File: src/rtl/pipelined_csel_adder.sv
// -----------------------------------------------------------------------------
// pipelined_csel_adder
//
// Pipelined carry-select adder/subtractor with valid/ready handshakes on both
// sides. The operands are cut into BLK-bit blocks. Block 0 is resolved as the
// beat is accepted. Each later pipeline stage resolves one more block: it
// computes that block for carry-in 0 and carry-in 1 in parallel and selects
// with the carry registered by the stage below. The result appears NB = N/BLK
// cycles after acceptance, and one operation can be accepted per cycle.
//
// Parameters
//   N    operand/result width; must be a multiple of BLK
//   BLK  block width resolved per stage, 1 <= BLK <= N
//
// Ports
//   clk        rising-edge clock
//   rst        synchronous, active-high reset; discards everything in flight
//   in_valid   operand beat present
//   in_ready   a beat is accepted this cycle (low while rst or stalled)
//   A, B       operands
//   Cin        carry-in, used for add and for subtract
//   sub        0: A + B + Cin, 1: A + ~B + Cin (drive Cin = 1 for A - B)
//   out_valid  result beat present
//   out_ready  consumer takes the result this cycle
//   Sum        result, modulo 2^N
//   Cout       carry out of bit N-1 (subtract: 1 = no borrow)
//   Ovf        signed overflow, carry into bit N-1 XOR Cout
// -----------------------------------------------------------------------------
module pipelined_csel_adder #(
   parameter int N   = 32,
   parameter int BLK = 8
) (
   input  logic         clk,
   input  logic         rst,
   input  logic         in_valid,
   output logic         in_ready,
   input  logic [N-1:0] A,
   input  logic [N-1:0] B,
   input  logic         Cin,
   input  logic         sub,
   output logic         out_valid,
   input  logic         out_ready,
   output logic [N-1:0] Sum,
   output logic         Cout,
   output logic         Ovf
);

   // Stage count, which is also the latency in cycles.
   localparam int NB = N / BLK;

   // Result of rippling one block.
   typedef struct packed {
      logic [BLK-1:0] s;     // block sum bits
      logic           co;    // carry out of the block
      logic           ctop;  // carry into the block's most significant bit
   } blk_res_t;

   // One pipeline register. Bits of sum above the resolved blocks are zero;
   // a and be keep the whole operand so the upper blocks travel unchanged.
   typedef struct packed {
      logic         valid;
      logic         carry;  // carry into the next unresolved block; Cout in the last stage
      logic         cmsb;   // carry into bit N-1, set once the top block is resolved
      logic [N-1:0] sum;
      logic [N-1:0] a;
      logic [N-1:0] be;     // B after the optional inversion for subtract
   } stage_t;

   // Plain ripple-carry add of one block.
   function automatic blk_res_t ripple(
      input logic [BLK-1:0] a,
      input logic [BLK-1:0] b,
      input logic           ci
   );
      blk_res_t r;
      logic     c;
      r = '0;
      c = ci;
      for (int i = 0; i < BLK; i++) begin
         if (i == BLK - 1) r.ctop = c;
         r.s[i] = a[i] ^ b[i] ^ c;
         c      = (a[i] & b[i]) | (c & (a[i] ^ b[i]));
      end
      r.co = c;
      return r;
   endfunction

   stage_t       stg [NB];  // stg[k] is stage S(k+1)
   stage_t       nxt [NB];  // value each stage captures when the pipe advances
   logic         stall;
   logic [N-1:0] be_in;
   blk_res_t     r_in;
   blk_res_t     r_lo;
   blk_res_t     r_hi;
   blk_res_t     r_sel;

   // The whole pipe freezes while the consumer refuses a present result, so
   // beats never overtake each other and bubbles stay where they are.
   assign stall    = stg[NB-1].valid && !out_ready;
   assign in_ready = !rst && !stall;

   always_comb begin
      // NOTE: every variable written here gets a default before any branch or
      // loop, so no path can leave a value unassigned and infer a latch.
      r_lo  = '0;
      r_hi  = '0;
      r_sel = '0;

      // NOTE: blocking assignments inside combinational logic; the loop below
      // reads temporaries it has just written in the same iteration.
      be_in = B ^ {N{sub}};
      r_in  = ripple(A[BLK-1:0], be_in[BLK-1:0], Cin);

      // Entry stage: block 0 resolved directly with the external carry-in.
      nxt[0]                = '0;
      nxt[0].valid          = in_valid;
      nxt[0].a              = A;
      nxt[0].be             = be_in;
      nxt[0].sum[BLK-1:0]   = r_in.s;
      nxt[0].carry          = r_in.co;
      // With a single stage block 0 is also the top block.
      nxt[0].cmsb           = (NB == 1) ? r_in.ctop : 1'b0;

      // Stage k resolves block k from what stage k-1 holds. Both carry
      // hypotheses are rippled in parallel; the registered carry only drives
      // the final mux, keeping the stage path to one block ripple plus a mux.
      for (int k = 1; k < NB; k++) begin
         r_lo  = ripple(stg[k-1].a[k*BLK +: BLK], stg[k-1].be[k*BLK +: BLK], 1'b0);
         r_hi  = ripple(stg[k-1].a[k*BLK +: BLK], stg[k-1].be[k*BLK +: BLK], 1'b1);
         r_sel = stg[k-1].carry ? r_hi : r_lo;

         nxt[k]                    = stg[k-1];
         nxt[k].sum[k*BLK +: BLK]  = r_sel.s;
         nxt[k].carry              = r_sel.co;
         if (k == NB - 1) nxt[k].cmsb = r_sel.ctop;
      end
   end

   always_ff @(posedge clk) begin
      if (rst) begin
         // NOTE: data fields are cleared along with the valid bits so the
         // outputs read zero after reset, not just out_valid.
         for (int k = 0; k < NB; k++) stg[k] <= '0;
      end else if (!stall) begin
         // NOTE: non-blocking assignments so every stage captures the value
         // its neighbour held before this edge.
         for (int k = 0; k < NB; k++) stg[k] <= nxt[k];
      end
   end

   assign out_valid = stg[NB-1].valid;
   assign Sum       = stg[NB-1].sum;
   assign Cout      = stg[NB-1].carry;
   assign Ovf       = stg[NB-1].cmsb ^ stg[NB-1].carry;

endmodule
File: config.mk
export PLATFORM = sky130hd
export DESIGN_NAME = pipelined_csel_adder
export DESIGN_NICKNAME = d
export VERILOG_FILES = /design/src/rtl/pipelined_csel_adder.sv
export SDC_FILE = /design/constraint.sdc
export NUM_CORES = 1
export LEC_CHECK = 0
export BUFFER_PORTS_ARGS = -buffer_cell sky130_fd_sc_hd__buf_2
export CAP_MARGIN = 20
export CORE_MARGIN = 3
export CORE_UTILIZATION = 55
export DETAILED_ROUTE_END_ITERATION = 8
export PLACE_DENSITY = 0.76
export RECOVER_POWER = 25
export SYNTH_ARGS = -nofsm -noshare
export SYNTH_HDL_FRONTEND = slang
export SYNTH_SLANG_ARGS = --single-unit
File: constraint.sdc
create_clock -name clk -period 6.7 [get_ports clk]
set_input_delay 0.67 -clock clk [delete_from_list [all_inputs] [get_ports clk]]
set_output_delay 0.67 -clock clk [all_outputs]
set_load 0.02 [all_outputs]
* Yosys cells after proc, flatten, opt, wreduce, memory -nomap -nowiden
Memory sizes are Yosys's and may differ from the RTL's. Cells that the tools add are included.
Cells by class: add/subtract/negate cells 0, multipliers 0, div/mod/pow operators 0, magnitude comparators 0, eq/ne operators 0, shift operators 0, multiplexer cells 12, bitwise gates (word level) 226, reduce and logical (&&, ||, !) cells 5
Operators with widths (number):
- $mux 99 | 4
- $xor 1x1->1 | 83
- $and 1x1->1 | 82
- $or 1x1->1 | 57
- $xor 32x32->32 | 1
- $mux 10 | 3
- $mux 1 | 5
- $logic_not 1->1 | 3
- $not 1->1 | 3
- $logic_and 1x1->1 | 2
Storage, ports and cells: register bits 0, latch bits 0, bits in writable memories 396, bits in read-only memories 0, input bits 70, output and inout port bits 36, logic and storage cells 244, memories kept 1
Memory list:
- stg | depth 4, width 99, rd ports 4, clocked after Yosys merged registers in 0, write ports 4, line 88 | stage_t stg [NB];

* Longest topological paths before layout
depth in word-level cells 19, mapped depth 14, mapped depth without buffers 12

* Worst setup path before layout
OpenSTA, ideal clock, no wires.
path kind input-to-reg, from input rst, to memory stg[0][10] (netlist bit) (enable), library setup time 578 ps, arrival 5387 ps, required time 6122 ps, setup slack 735 ps, stages 2, path buffers 1, cell sequence clkbuf_1 nand2b_1
RTL lines:
- start: declaration | line 34 | input logic rst,
- end: declaration | line 88

==> impl_metrics.py <==
metrics = {
    "grt": {
        "grt-ovfl-total": 0,
        "grt_use_total_pct": 16.00,
        "grt_pass1_wl_um": 20960,
        "grt_max_degree": 100,
        "grt_pass1_vias": 4491,
        "antenna_found_initial": 0,
    },
    "setup_path": {
        "worstRegToRegCells": 3,
        "crit_start": "stg[3][98]",
        "path_depth": 3,
        "ff2ff_setup_slack_ps": 2370,
        "crit_buf_inv": 1,
        "crit_end": "stg[3][69]",
        "max_stage_delay_ps": 2320,
        "timing.rr.start": "stg[3][98]",
        "crit_fanout": 63,
        "required_ps": 6660,
        "crit_chain": "nor2b_1 > nand2b_1 > clkbuf_1",
        "r2r_end": "stg[3][69]",
        "cp-end-kind": "flop",
        "critical_path_arrival_ps": 4290,
        "path_delay_family": "buffers and inverters",
        "worstSetupPathType": "flop to flop",
        "slowest_stage": "clkbuf_1",
        "critPathLaunchType": "flop",
    },
    "clock_network": {
        "root_buffer": "clkbuf_16",
        "post_cts_buffers": 0,
        "cts_tree": "yes",
        "cts_sinks": 185,
        "cts_inserted_buffers": 17,
        "clk_transition_reported_paths_ps": 70,
        "cts.path.max_buffers": 2,
        "clk_latency_ps": 420,
        "holdBufCountCts": 0,
        "post_cts_resized": 0,
        "h-tree-depth": 4,
    },
    "finish": {
        "largest_reg_flops": 185,
        "final_layout_size_suffix_gt1_share_pct": 15.44,
        "largest_registers": "stg (185)",
        "diodes": 0,
        "top_register": "stg",
        "final_nets": 798,
        "syn_to_final_growth_pct": 10.81,
    },
    "logic_synthesis": {
        "synthFlopType": "edfxtp_1",
        "synthesis.nets": 727,
        "seq_area_frac_synth_pct": 64.87,
        "avgSynthCellArea_um2": 13.77,
        "synthDistinctLibCells": 45,
        "ys_async_sr_fraction_pct": 0,
        "synth-edff-count": 185,
        "syn_inst": 622,
        "synth-warning-count": 0,
        "syn-cell-area_um2": 8563,
        "synth-seq-cells": 185,
    },
    "timing": {
        "setup_viol": 0,
        "drv_slew": 64,
        "fin_setup_tns_ps": 0,
        "skew_ps": 8.037,
        "hold-worst-slack_ps": 517.2,
        "slew_headroom_pct": -112.0,
        "worstMarginPinSlew_ps": 3180,
        "max_freq_mhz": 231.1,
        "rsz0062_at_grt": "false",
        "hold_viol_final": 0,
        "period_needed_ps": 4328,
        "period_share_pct": 64.60,
    },
    "place": {
        "place_hpwl_um": 8408,
        "io_buffers": 105,
        "gp_congestion": 0.8106,
    },
    "floorplanning": {
        "start_util_pct": 57.61,
        "die-width_um": 130.8,
        "fp.coreArea_um2": 14860,
        "num_rows": 44,
        "ios": 106,
        "dieArea_um2": 17100,
        "die_y_um": 130.8,
    },
    "detailed_routing": {
        "first_pass_iters": 7,
        "drc_errors": 0,
        "dr.first_iter.drc_count": 303,
        "avgViaCountPerCell": 5.148,
        "wirelength_um": 13080,
        "ant_nets": 0,
        "wire_per_inst_um": 14.70,
        "vias": 4582,
    },
    "pwr": {
        "comb_power_share_pct": 8.6,
        "power_density_nw_per_um2": 266.7,
        "p_int_uw": 1978,
        "pwr-share-seq_pct": 55.0,
        "p_switching_uw": 553.2,
        "p_clk_share_pct": 36.4,
        "p_leak_uw": 0.003954,
        "swShare_pct": 21.86,
        "peakVddDrop_v": 0.0001921,
    },
    "outcome": {
        "status": "finished with violations",
        "violations": "max-capacitance violations, max-slew violations",
    },
    "hold_path": {
        "hp-start": "stg[2][68]",
        "hold_path_class": "flop to flop",
    },
    "flow_run": {
        "drv_cap": 1,
    },
}
## power groups by stage
stage / sequential [µW] / clock, µW / combinational [µW]
floorplan: 1410 / 0 / 176
global placement: 1410 / 0 / 211
detailed placement: 1420 / 0 / 221
CTS: 1390 / 945 / 223
global route: 1400 / 990 / 245
finish: 1390 / 922 / 217
## placed cells by master (no fill, tap or decap), drive strengths merged, types with 2 or more instances in the layout
cell / instances
a2111oi: 2
a21boi: 3
a21o: 2
a21oi: 7
a32oi: 2
and2: 132
and3: 2
and3b: 2
buf: 74
clkbuf: 54
clkinv: 7
clkinvlp: 2
edfxtp: 185
fa: 11
ha: 24
inv: 28
mux2i: 2
nand2: 11
nand2b: 5
nand3: 13
nand4: 2
nand4b: 2
nor2: 42
nor2b: 7
nor3: 9
nor3b: 5
nor4: 3
nor4b: 4
o21ai: 8
o311ai: 3
o31a: 3
or2: 3
or3: 2
xnor2: 34
xor2: 4
## layer usage
metal	GRT usage, %	up-vias	routed length (µm)
met5	0	-	0
met4	6.413	0	245
met3	4.309	21	676
met2	26.93	131	6599
met1	19.76	2148	5559
li1	-	2282	-
## Yosys cell counts (3+ instances only)
cell type / n / area share [%]
nor2b_1: 7 / 0.51
a21boi_0: 3 / 0.26
o21ai_0: 7 / 0.41
inv_1: 23 / 1.0
xor2_1: 4 / 0.41
ha_1: 24 / 3.5
nor3_1: 9 / 0.53
nand2b_1: 5 / 0.37
fa_1: 11 / 2.6
nor3b_1: 5 / 0.44
nor4_1: 3 / 0.22
buf_2: 9 / 0.53
edfxtp_1: 185 / 65
and2_1: 132 / 9.6
clkbuf_1: 8 / 0.35
a21oi_1: 7 / 0.41
buf_4: 39 / 3.4
nand2_1: 11 / 0.48
xnor2_1: 34 / 3.5
o31a_1: 3 / 0.31
nor2_1: 42 / 1.8
nand3_1: 13 / 0.76
nor4b_1: 4 / 0.41
o311ai_0: 3 / 0.31
## cell families after synthesis
family / share of synthesized area [%]
fa+ha+maj: 6.078
xor+xnor: 3.887
flops: 64.87
compound gates: 2.995
buf+inv: 5.640
mux: 0.2338
simple gates: 16.29
## layout make-up
class / count / area (µm²)
timing repair buffer: 110 / 535.5
sequential: 185 / 5555
clock buffer: 18 / 429.2
inverter: 24 / 92.59
multi-input combinational: 355 / 2525
tap: 184 / 230.2
fill: 1107 / 5375
clock inverter: 14 / 121.4
## worst min-delay path by stage
stage          depth (start not counted)  slack, ps          to
6_report                               1        520  stg[3][68]
5_1_grt                                2        490  stg[0][58]
4_1_cts                                2        500  stg[0][49]
3_5_place_dp                           1        500  stg[1][26]
3_3_place_gp                           1        500  stg[2][98]
2_1_floorplan                          1        500  stg[1][19]
## per-stage QoR
stage | utilization (%) | setup WS, ps | std cells | total power [µW] | area [µm²]
final | 63.84 | 2372 | 890 | 2531 | 9489
after global routing | 63.84 | 2013 | 890 | 2635 | 9489
after CTS | 63.97 | 2459 | 888 | 2559 | 9509
after detailed placement | 60.27 | 2013 | 856 | 1636 | 8959
after global placement | 60.27 | 2111 | 856 | 1622 | 8959
after floorplan | - | 734.7 | 622 | 1584 | 8563
Power figures use the tool's default switching activity.
